$ cat config.mk
export PLATFORM = sky130hd
export DESIGN_NAME = mips_imem_loader
export DESIGN_NICKNAME = d
export VERILOG_FILES = /design/src/rtl/mips_imem_loader_pkg.sv /design/src/rtl/mips_imem_loader_pack.sv /design/src/rtl/mips_imem_loader.sv
export SDC_FILE = /design/constraint.sdc
export NUM_CORES = 1
export LEC_CHECK = 0
export ABC_AREA = 1
export BUFFER_PORTS_ARGS = -buffer_cell sky130_fd_sc_hd__buf_2
export CORE_MARGIN = 3
export CORE_UTILIZATION = 50
export DETAILED_ROUTE_END_ITERATION = 10
export PLACE_DENSITY = 0.77
export SYNTH_ARGS = -nofsm -noshare
export SYNTH_HDL_FRONTEND = slang
export SYNTH_HIERARCHICAL = 1
export SYNTH_SLANG_ARGS = --single-unit
export TNS_END_PERCENT = 20
$ cat constraint.sdc
create_clock -name clk -period 1.3 [get_ports clk]
set_input_delay 0.065 -clock clk [delete_from_list [all_inputs] [get_ports clk]]
set_output_delay 0.065 -clock clk [all_outputs]
set_load 0.01 [all_outputs]
$ cat src/rtl/mips_imem_loader_pkg.sv
// Shared types and constants for the instruction-memory loader.
package mips_imem_loader_pkg;

    localparam logic [7:0] HEADER_BYTE = 8'hA5;

    typedef logic [31:0] word_t;

    typedef enum logic [2:0] {
        IDLE,
        COUNT,
        DATA,
        CHECK,
        DONE,
        ERROR
    } state_t;

    function automatic int clog2(input int n);
        int r;
        r = 0;
        while ((1 << r) < n) r++;
        return r;
    endfunction

endpackage

$ cat src/rtl/mips_imem_loader_pack.sv
// Byte-to-word shifter: packs four bytes MSB-first into one word.
module mips_imem_loader_pack
    import mips_imem_loader_pkg::*;
(
    input  logic       clk,
    input  logic       rst_n,
    input  logic       clear,
    input  logic       shift,
    input  logic [7:0] data,
    output word_t      word,
    output logic       word_valid,
    output logic       last
);

    logic [1:0] cnt;

    assign last = (cnt == 2'd3);

    always_ff @(posedge clk or negedge rst_n) begin
        if (!rst_n) begin
            cnt        <= 2'd0;
            word       <= '0;
            word_valid <= 1'b0;
        end else if (clear) begin
            cnt        <= 2'd0;
            word       <= '0;
            word_valid <= 1'b0;
        end else begin
            word_valid <= shift && last;
            if (shift) begin
                word <= {word[23:0], data};
                cnt  <= cnt + 2'd1;
            end
        end
    end

endmodule

$ cat src/rtl/mips_imem_loader.sv
// Framed byte-stream loader for the instruction memory.
// Optional trailing checksum: MIPS_IMEM_LOADER_CHECKSUM_EN.
module mips_imem_loader
    import mips_imem_loader_pkg::*;
#(
    parameter int         ADDR_L = 64,
    parameter int         ADDR_W = clog2(ADDR_L),
    parameter logic [7:0] HEADER = HEADER_BYTE
) (
    input  logic              clk,
    input  logic              rst_n,
    input  logic [7:0]        inData,
    input  logic              inValid,
    output logic              inReady,
    output logic              memWe,
    output logic [ADDR_W-1:0] memAddr,
    output logic [31:0]       memData,
    output logic              holdPipe,
    output logic              done,
    output logic              error
);

    state_t            state;
    state_t            state_nx;
    logic              acc;
    logic              idle_like;
    logic              start;
    logic              data_en;
    logic              last;
    logic              too_big;
    logic [ADDR_W:0]   n_words;
    logic [ADDR_W:0]   words_left;
    logic [ADDR_W-1:0] widx;
    word_t             word;
    logic              word_valid;

    assign acc       = inValid && inReady;
    assign idle_like = (state == IDLE) || (state == DONE) || (state == ERROR);
    assign start     = acc && idle_like && (inData == HEADER);
    assign data_en   = acc && (state == DATA);
    assign too_big   = int'(inData) > ADDR_L;
    assign n_words   = (inData == 8'd0) ? (ADDR_W+1)'(ADDR_L)
                                        : (ADDR_W+1)'(inData);

    mips_imem_loader_pack u_pack (
        .clk        (clk),
        .rst_n      (rst_n),
        .clear      (start),
        .shift      (data_en),
        .data       (inData),
        .word       (word),
        .word_valid (word_valid),
        .last       (last)
    );

    // The write cycle is a stall so memory sees a stable word.
    assign memWe    = word_valid;
    assign inReady  = !word_valid;
    assign memAddr  = widx;
    assign memData  = word;
    assign holdPipe = (state != DONE) || memWe;
    assign done     = (state == DONE) && !memWe;
    assign error    = (state == ERROR);

`ifdef MIPS_IMEM_LOADER_CHECKSUM_EN
    logic [7:0] csum;

    always_ff @(posedge clk or negedge rst_n) begin
        if (!rst_n) begin
            csum <= 8'd0;
        end else if (start) begin
            csum <= 8'd0;
        end else if (data_en) begin
            csum <= csum + inData;
        end
    end
`endif

    always_ff @(posedge clk or negedge rst_n) begin
        if (!rst_n) begin
            state <= IDLE;
        end else begin
            state <= state_nx;
        end
    end

    always_comb begin
        state_nx = state;
        if (acc) begin
            unique case (state)
                IDLE, DONE, ERROR: begin
                    if (inData == HEADER) state_nx = COUNT;
                end
                COUNT: state_nx = too_big ? ERROR : DATA;
                DATA: begin
                    if (last && words_left == (ADDR_W+1)'(1)) begin
`ifdef MIPS_IMEM_LOADER_CHECKSUM_EN
                        state_nx = CHECK;
`else
                        state_nx = DONE;
`endif
                    end
                end
`ifdef MIPS_IMEM_LOADER_CHECKSUM_EN
                CHECK: state_nx = (inData == csum) ? DONE : ERROR;
`endif
                default: state_nx = IDLE;
            endcase
        end
    end

    // Index holds at the last address so it never wraps.
    always_ff @(posedge clk or negedge rst_n) begin
        if (!rst_n) begin
            words_left <= '0;
            widx       <= '0;
        end else if (start) begin
            words_left <= '0;
            widx       <= '0;
        end else begin
            if (acc && state == COUNT) begin
                words_left <= n_words;
            end else if (data_en && last) begin
                words_left <= words_left - (ADDR_W+1)'(1);
            end
            if (memWe && words_left != '0) begin
                widx <= widx + ADDR_W'(1);
            end
        end
    end

endmodule

==> results.yml <==
run_status:
  status: "finished, violations left"
  violations: "negative setup slack"
layout:
  utilization: 0.753
  most-common-layout-cells: "129 x nand2_1, 53 x buf_2, 50 x dfrtp_1"
  nets: 482
  area_delta_synth_final_pct: 41.5
  fill_cells: 351
  drive_gt1_frac: 0.373
  n_antenna_cell: 0
  final_cells: 537
  final_common_cell: "nand2_1"
yosys:
  syn_nets: 372
  synth_top_area_cell: "dfrtp_1"
  synth_area_leaders: "dfrtp_1 46%, nand2_1 19%, nand3_1 10%"
  syn_avg_cell_area_um2: 7.83
  yosys_warnings: 6
  synth_top_area_share: 0.458
  ys_types: 25
  seq_area_frac_synth: 0.458
  ys_seq_elements: 51
  synth_area_um2: 2790
  synthCells: 356
critical_path:
  end_kind: "flip-flop"
  critPathArrivalTime_ns: 1.71
  start_kind: "flip-flop"
  path_max_fanout: 17
  required_ns: 1.50
  path_class: "reg2reg"
floorplanning:
  core_um2: 5240
  die_w_um: 80.7
  design.die.area_um2: 6510
  rows: 26
  initial_core_util: 0.532
  top_level_ports: 54
  die_y_um: 80.7
sta:
  min_period_ns: 1.51
  min_period_over_period: 1.16
  setup_viol: 53
  setup_slack_ns: -0.209
  drv_slew: 0
  rsz0062_at_grt: "true"
  max_slew_margin: 0.687
  finClkSkew_ns: 0.0143
  hold_viol: 0
  max_freq_mhz: 663
  worstMarginPinSlew_ns: 0.469
grt:
  grt-ovfl-total: 0
  grt.total_usage: 0.240
  grt_pass1_vias: 2653
  grt_max_degree: 35
  grt_pass1_wl_um: 12200
  antenna_found_initial: 0
drt:
  drc: 0
  vias: 2879
  via_per_inst: 5.36
  wire_per_inst_um: 15.7
  drt_iter0_markers: 192
  drtPass1Iterations: 7
  postRouteWirelength_um: 8450
  postRouteAntennaNets: 0
power_and_ir_drop:
  powerDensity_nw_per_um2: 1820
  report.power.total_mw: 7.18
  p_leak_nw: 2.22
  ir_worst_vdd_mv: 1.30
run:
  drv_cap: 0
clock_tree:
  htreeDepth: 2
  cts.sinks: 51
  cts_max_path_buffers: 2
  root_buffer: "clkbuf_8"
  cts_tree: "yes"
  clk_latency_ns: 0.32
  clk_pin_slew_ns: 0.11
  cts_made_buffers: 5
place:
  place_hpwl_um: 4830
  io_buffers: 53
  finalWeightedCongestion: 0.842
  pre_cts_slack_ns: -0.234
  dp.cells: 506
hold_path:
  min_path_type: "in2reg"
power by group:
part	switching (mW)	total, mW	internal, mW
registers	0.545	2.66	2.11
clock network	0.575	0.956	0.381
logic	1.97	3.57	1.60
metrics by stage:
stage,cell area (µm²),TNS (ns),hold WS [ns]
4_1_cts,3650,-3.30,0.0970
3_5_place_dp,3370,-8.00,0.0417
5_1_grt,3950,-10.30,0.126
2_1_floorplan,2810,-2.57,-0.231
3_3_place_gp,3370,-5.80,0.0331
6_report,3950,-6.79,0.0935
flip-flops by register name, indices dropped and copies added, names as in the netlist:
register and cells:
state 3, words_left 7, u_pack/cnt 2, u_pack/word 32, u_pack/word_valid 1, memAddr 6
critical path: stages (launching register included):
cell,delay [ns]
dfrtp_2,0.47
nor2_8,0.15
nand3_4,0.13
nor2_8,0.16
buf_12,0.22
inv_12,0.08
nand3_1,0.09
nand2_1,0.08
routing by layer:
layer	GRT usage	share of wire
met5	0	0
met4	0.0760	0.032
met3	0.0348	0.071
met2	0.419	0.51
met1	0.304	0.39
logic make-up after synthesis:
logic type,synth area share
AOI/OAI and AO/OA,0.0166
xor gates and xnor gates,0.0126
adders and majority gates,0.0224
buffers and inverters,0.0745
DFF,0.458
and+or+nand+nor,0.416
worst paths after layout:
kind | from | end | slack, ns | cells after the start
worst max register to register | u_pack/word_valid$_DFF_PN0_ | u_pack/word[11]$_DFFE_PN0P_ | -0.21 | 7
min in group asynchronous | rst_n | u_pack/word[19]$_DFFE_PN0P_ | 0.22 | 2
max in group asynchronous | rst_n | words_left[0]$_DFFE_PN0P_ | 0.53 | 3
worst max-delay path | u_pack/word_valid$_DFF_PN0_ | u_pack/word[11]$_DFFE_PN0P_ | -0.21 | 7
worst min register to register | u_pack/word[25]$_DFFE_PN0P_ | u_pack/word[25]$_DFFE_PN0P_ | 0.48 | 2
worst min-delay path | inData[3] | u_pack/word[3]$_DFFE_PN0P_ | 0.09 | 4
cell usage after synthesis:
library cell	count
xor2_1	2
nand2_1	144
ha_1	5
inv_4	2
nor2_2	2
nor2_8	4
nand4_1	3
nand3_1	56
o21ai_0	4
nor3_2	1
nand3_4	1
nor2_1	24
inv_1	27
o21ai_1	2
nor2_4	3
xnor2_1	2
dfrtp_1	51
nand2_2	2
nand3b_4	1
buf_2	6
nand3_2	1
inv_2	5
nand2_4	3
a21oi_4	1
buf_6	4
area by class of cell:
type / count / area (µm²) / share of cell area
repair buffers: 108 / 852 / 0.216
flip-flops and latches: 51 / 1280 / 0.324
clock buffers: 5 / 68.8 / 0.0174
clock inverters: 3 / 18.8 / 0.00476
multi-input cells: 263 / 1440 / 0.366
inverters: 34 / 159 / 0.0403
well taps: 70 / 87.6 / 0.0222
repair inverters: 3 / 38.8 / 0.00983
what timing repair did:
item / in CTS / in global routing
pin swaps: 22 / 14
cloned: 2 / 6
hold buffers: 1 / 0
setup buffers: 6 / 9
setup endpoints to repair: 49 / 53
resized for setup: 21 / 35
hold endpoints to repair: 18 / 0
Power figures use the tool's default switching activity.
